[src/rtl/alu_wb_stage.sv]
// ALU-to-writeback 2-entry skid buffer with architectural flag capture and retire counter.
// Optional STICKY_OVF_EN adds a sticky overflow bit (StickyOvf) cleared by ClearSticky.
module alu_wb_stage #(
    parameter int unsigned DATA_W = 24,
    parameter int unsigned DEST_W = 4
) (
    input  logic              Clock,
    input  logic              ResetN,
    input  logic              InValid,
    output logic              InReady,
    input  logic [DATA_W-1:0] InResult,
    input  logic              InZero,
    input  logic              InOverflow,
    input  logic              InCarryOut,
    input  logic [DEST_W-1:0] InDest,
    input  logic              InWrEn,
    output logic              OutValid,
    input  logic              OutReady,
    output logic [DATA_W-1:0] OutResult,
    output logic [DEST_W-1:0] OutDest,
    output logic              OutWrEn,
    output logic [2:0]        StatusFlags,
    output logic [15:0]       RetireCount
`ifdef STICKY_OVF_EN
    ,
    input  logic              ClearSticky,
    output logic              StickyOvf
`endif
);

    typedef enum logic [1:0] {
        EMPTY = 2'd0,
        ONE   = 2'd1,
        FULL  = 2'd2
    } state_t;

    typedef struct packed {
        logic [DATA_W-1:0] result;
        logic [DEST_W-1:0] dest;
        logic              wr_en;
        logic              zero;
        logic              ovf;
        logic              carry;
    } entry_t;

    state_t state;
    state_t state_next;
    entry_t in_entry;
    entry_t out_q;
    entry_t skid_q;

    logic in_xfer;
    logic out_xfer;
    logic load_out_in;
    logic load_out_skid;
    logic load_skid;
    logic clear_wr_en;

    assign in_entry = {InResult, InDest, InWrEn, InZero, InOverflow, InCarryOut};
    assign in_xfer  = InValid && InReady;
    assign out_xfer = OutValid && OutReady;

    always_ff @(posedge Clock) begin
        if (!ResetN) begin
            state <= EMPTY;
        end else begin
            state <= state_next;
        end
    end

    // Next state plus data-path load strobes
    always_comb begin
        state_next    = state;
        load_out_in   = 1'b0;
        load_out_skid = 1'b0;
        load_skid     = 1'b0;
        clear_wr_en   = 1'b0;
        case (state)
            EMPTY: begin
                if (in_xfer) begin
                    state_next  = ONE;
                    load_out_in = 1'b1;
                end
            end
            ONE: begin
                if (in_xfer && out_xfer) begin
                    load_out_in = 1'b1;
                end else if (in_xfer) begin
                    state_next = FULL;
                    load_skid  = 1'b1;
                end else if (out_xfer) begin
                    state_next  = EMPTY;
                    clear_wr_en = 1'b1;
                end
            end
            FULL: begin
                if (out_xfer) begin
                    state_next    = ONE;
                    load_out_skid = 1'b1;
                end
            end
            default: state_next = EMPTY;
        endcase
    end

    // Handshakes come straight from flops so OutReady never reaches InReady combinationally
    always_ff @(posedge Clock) begin
        if (!ResetN) begin
            InReady  <= 1'b1;
            OutValid <= 1'b0;
        end else begin
            InReady  <= (state_next != FULL);
            OutValid <= (state_next != EMPTY);
        end
    end

    always_ff @(posedge Clock) begin
        if (!ResetN) begin
            out_q  <= '0;
            skid_q <= '0;
        end else begin
            if (load_out_in) begin
                out_q <= in_entry;
            end else if (load_out_skid) begin
                out_q <= skid_q;
            end else if (clear_wr_en) begin
                out_q.wr_en <= 1'b0;
            end
            if (load_skid) begin
                skid_q <= in_entry;
            end
        end
    end

    assign OutResult = out_q.result;
    assign OutDest   = out_q.dest;
    assign OutWrEn   = out_q.wr_en;

    // Flags retire with the entry whether or not it writes the register file
    always_ff @(posedge Clock) begin
        if (!ResetN) begin
            StatusFlags <= 3'b000;
            RetireCount <= 16'd0;
        end else if (out_xfer) begin
            StatusFlags <= {out_q.zero, out_q.ovf, out_q.carry};
            RetireCount <= RetireCount + 16'd1;
        end
    end

`ifdef STICKY_OVF_EN
    // Set wins over clear on the same edge
    always_ff @(posedge Clock) begin
        if (!ResetN) begin
            StickyOvf <= 1'b0;
        end else if (out_xfer && out_q.ovf) begin
            StickyOvf <= 1'b1;
        end else if (ClearSticky) begin
            StickyOvf <= 1'b0;
        end
    end
`endif

endmodule

[config.mk]
export PLATFORM = sky130hd
export DESIGN_NAME = alu_wb_stage
export DESIGN_NICKNAME = d
export VERILOG_FILES = /design/src/rtl/alu_wb_stage.sv
export SDC_FILE = /design/constraint.sdc
export NUM_CORES = 1
export LEC_CHECK = 0
export BUFFER_PORTS_ARGS = -buffer_cell sky130_fd_sc_hd__buf_2
export CAP_MARGIN = 10
export CORE_MARGIN = 2
export CORE_UTILIZATION = 50
export DETAILED_ROUTE_END_ITERATION = 8
export PLACE_DENSITY = 0.72
export SLEW_MARGIN = 20
export SYNTH_ARGS = -nofsm -noshare
export SYNTH_HDL_FRONTEND = slang
export SYNTH_SLANG_ARGS = --single-unit
[constraint.sdc]
create_clock -name Clock -period 2 [get_ports Clock]
set_clock_uncertainty 0.2 [all_clocks]
set_input_delay 0 -clock Clock [delete_from_list [all_inputs] [get_ports Clock]]
set_output_delay 0 -clock Clock [all_outputs]
set_load 0.05 [all_outputs]
==> flow_summary_export.csv <==
group,metric,value,unit
synth,seq_area_frac_synth,48.1,%
synth,synthFlopType,"dfxtp_1",
sta,hold_viol,0,
worst_setup_path,crit_slowest_cell,"or3_4",
route,vias_per_cell,5.04,
floorplanning,core,0.00714,mm^2
placed_design,dp_hpwl,5250,um
cells_and_area,n_antenna_cell,0,
synth,synth_area,0.00362,mm^2
cts,clk_path_buf_depth,2,
grt,grt.busiest_layer,"met2",
sta,fin_crit_sh,92.2,%
sta,rsz0062_at_grt,"false",
synth,synth_cells,431,
power,p_leak,1.79,nW
floorplanning,die-area,0.00794,mm^2
route,ant_nets,0,
worst_setup_path,crit_required,2.07,ns
power,p_per_area,834,mW/mm^2
run,drv_cap,0,
synth,syn_area_per_cell,8.40,um^2
placed_design,gp_congestion,0.759,
sta,slew_viol_final,0,
sta,tns,0,ns
worst_setup_path,cp_cell_sequence,"ha_1 -> nand3_4 -> or3_4 -> or3_1 -> a21oi_1",
synth,synth_top_cells_by_area,"dfxtp_1, nand2_1, a21oi_1, buf_4, a22oi_1",
floorplanning,fp.dieW,89.1,um
grt,grt_pass1_vias,2846,
synth,synth-edff-count,0,
placed_design,dpl_cell_area,0.00394,mm^2
synth,netlist.area_leader.share,48.1,%
cells_and_area,syn_to_final_growth,23.4,%
grt,track_usage,20.8,%
synth,yosysUniqueCellTypes,41,
synth,yosys-top-cells-count,"nand2_1, dfxtp_1, a21oi_1",
synth,yosysTopAreaCell,"dfxtp_1",
worst_setup_path,max_stage_delay,0.40,ns
route,vias,3147,
hold_path,hold_path.class,"in -> reg",
cts,cts_buffers,9,
cts,clockRootBuffer,"clkbuf_8",
grt,antenna_found_initial,0,
cts,clkTransAtPathRegs,0.08,ns
synth,synth.most_common_cell,"nand2_1",
sta,fmax,542,MHz
worst_setup_path,path_class,"reg -> reg",
route,drtIter0Drc,134,
worst_setup_path,worstSetupStartpointType,"flip-flop",
route,wire_per_inst,12.8,um
cells_and_area,final_nets,558,
synth,yosysWarnings,0,
route,routed_wl,8000,um
grt,grt_overflow_total,0,
sta,min_period,1.84,ns
cells_and_area,multi_input_area,0.00152,mm^2
cts,clock_latency,0.34,ns
synth,async_flop_share,0,%
power,ir_drop,545,uV
grt,groute.layer.met2.usage,35.3,%
cts,cts_tree,"yes",
grt,grt_start_max_net_pins,31,
cells_and_area,drive_gt1_share,25.0,%
route,drc,0,
grt,grtUsageMet3,3.69,%
outcome,status,"completed",
sta,slew_headroom,75.8,%
cts,clock-sinks,87,
sta,setup_viol,0,
cells_and_area,final_cell_area,0.00447,mm^2
cts,cts_setup_buffers,0,
synth,synth_nets,468,
worst_setup_path,cp_max_fo,7,
cts,cts_max_level,3,
grt,grt_pass1_wl,13000,um
cells_and_area,seq_area,0.00175,mm^2
route,dr.pass1.iters,4,
floorplanning,start_util,50.7,%
floorplanning,rows,31,
synth,ys_ff_latch,87,
floorplanning,die_h,89.1,um
worst_setup_path,crit_path_end_kind,"flip-flop",
floorplanning,io_pins,86,
placed_design,io_buffers,85,
worst_setup_path,worstPathArrival,1.92,ns
cells_and_area,nFillCells,667,
sta,tightest_slew,0.359,ns
grt,met1_usage,26.3,%
[worst max-delay path, delay by kind of cell, from the launching register on]
family	cells	cell delay, ns
flops	1	0.38
fa+ha+maj	1	0.21
compound gates	1	0.14
simple gates	3	0.86
[cell usage in the layout, fill, tap and decap left out, drive strengths merged]
master | synthesis | layout
nor2 | 14 | 14
nand3 | 4 | 4
mux2i | 6 | 6
buf | 44 | 99
and4 | 1 | 1
dlygate4sd3 | 0 | 35
mux2 | 1 | 1
nand4b | 1 | 1
nor4 | 3 | 3
nor3 | 4 | 4
or3 | 5 | 5
a22oi | 29 | 29
dfxtp | 87 | 87
xnor2 | 7 | 7
bufinv | 0 | 1
o21ai | 3 | 3
a21bo | 1 | 1
a21oi | 73 | 73
and2 | 2 | 2
nor2b | 1 | 1
inv | 5 | 5
and3b | 1 | 1
o211ai | 1 | 1
and4b | 1 | 1
nand4 | 4 | 4
clkbuf | 11 | 10
ha | 1 | 1
nand2b | 3 | 3
or3b | 1 | 1
o22a | 1 | 1
nand2 | 112 | 112
clkinv | 0 | 4
xor2 | 2 | 2
a211oi | 2 | 2
[sequential cells by signal (all words and copies together), names as in the netlist]
name         flops
InReady          1
OutDest          4
OutResult       24
OutValid         1
OutWrEn          1
RetireCount     16
StatusFlags      3
out_q            3
skid_q          32
state            2
[cell type report]
type	count	area share, %
Tap cell	99	2.77
Timing Repair Buffer	134	19.7
Multi-Input combinational cell	284	33.9
Sequential cell	87	39.2
Inverter	5	0.420
Clock buffer	10	2.86
Clock inverter	5	1.12
[cell families after synthesis]
family	share of synthesized area, %
and+or+nand+nor	19.5
AOI/OAI and AO/OA	17.8
DFF	48.1
buffers and inverters	10.2
xor gates and xnor gates	2.18
muxes	1.97
adders and majority gates	0.346
[final timing paths]
| check | slack, ns | end | cells past startpoint | startpoint |
|---|---|---|---|---|
| max | 0.16 | RetireCount[12] | 5 | RetireCount[0] |
| min | 0.25 | skid_q[7] | 4 | InDest[3] |
| max reg2reg | 0.16 | RetireCount[12] | 5 | RetireCount[0] |
| min reg2reg | 0.25 | OutResult[2] | 2 | OutResult[2] |
[metrics by stage]
step / power [mW] / setup WS (ns) / utilization [%] / hold slack, ns / std cells
CTS: 3.76 / 0.163 / 62.6 / 0.230 / 624
floorplan: 2.48 / 0.00116 / - / -0.0640 / 431
global route: 3.91 / 0.0692 / 62.6 / 0.264 / 624
global placement: 2.57 / 0.228 / 55.2 / 0.0528 / 574
detailed placement: 2.58 / 0.180 / 55.2 / 0.0586 / 574
finish: 3.72 / 0.156 / 62.6 / 0.246 / 624
[routing by layer]
metal | wire length, um | share of wire, % | vias to the layer above
met2 | 3920 | 49 | 67
met1 | 3620 | 45 | 1453
met3 | 324 | 4.1 | 14
met4 | 140 | 1.8 | 0
li1 | - | - | 1613
met5 | 0 | 0 | -
[where the power goes]
part / switching [mW] / internal (mW) / total [mW]
sequential: 0.0592 / 1.83 / 1.89
clock: 0.568 / 0.563 / 1.13
combinational: 0.466 / 0.237 / 0.703
total: 1.09 / 2.63 / 3.72
[timing repair]
item,in CTS,in global routing
resized for setup,0,0
hold buffers,35,0
endpoints found under the hold margin,81,0
No activity file was read; power rests on OpenSTA's default activity.
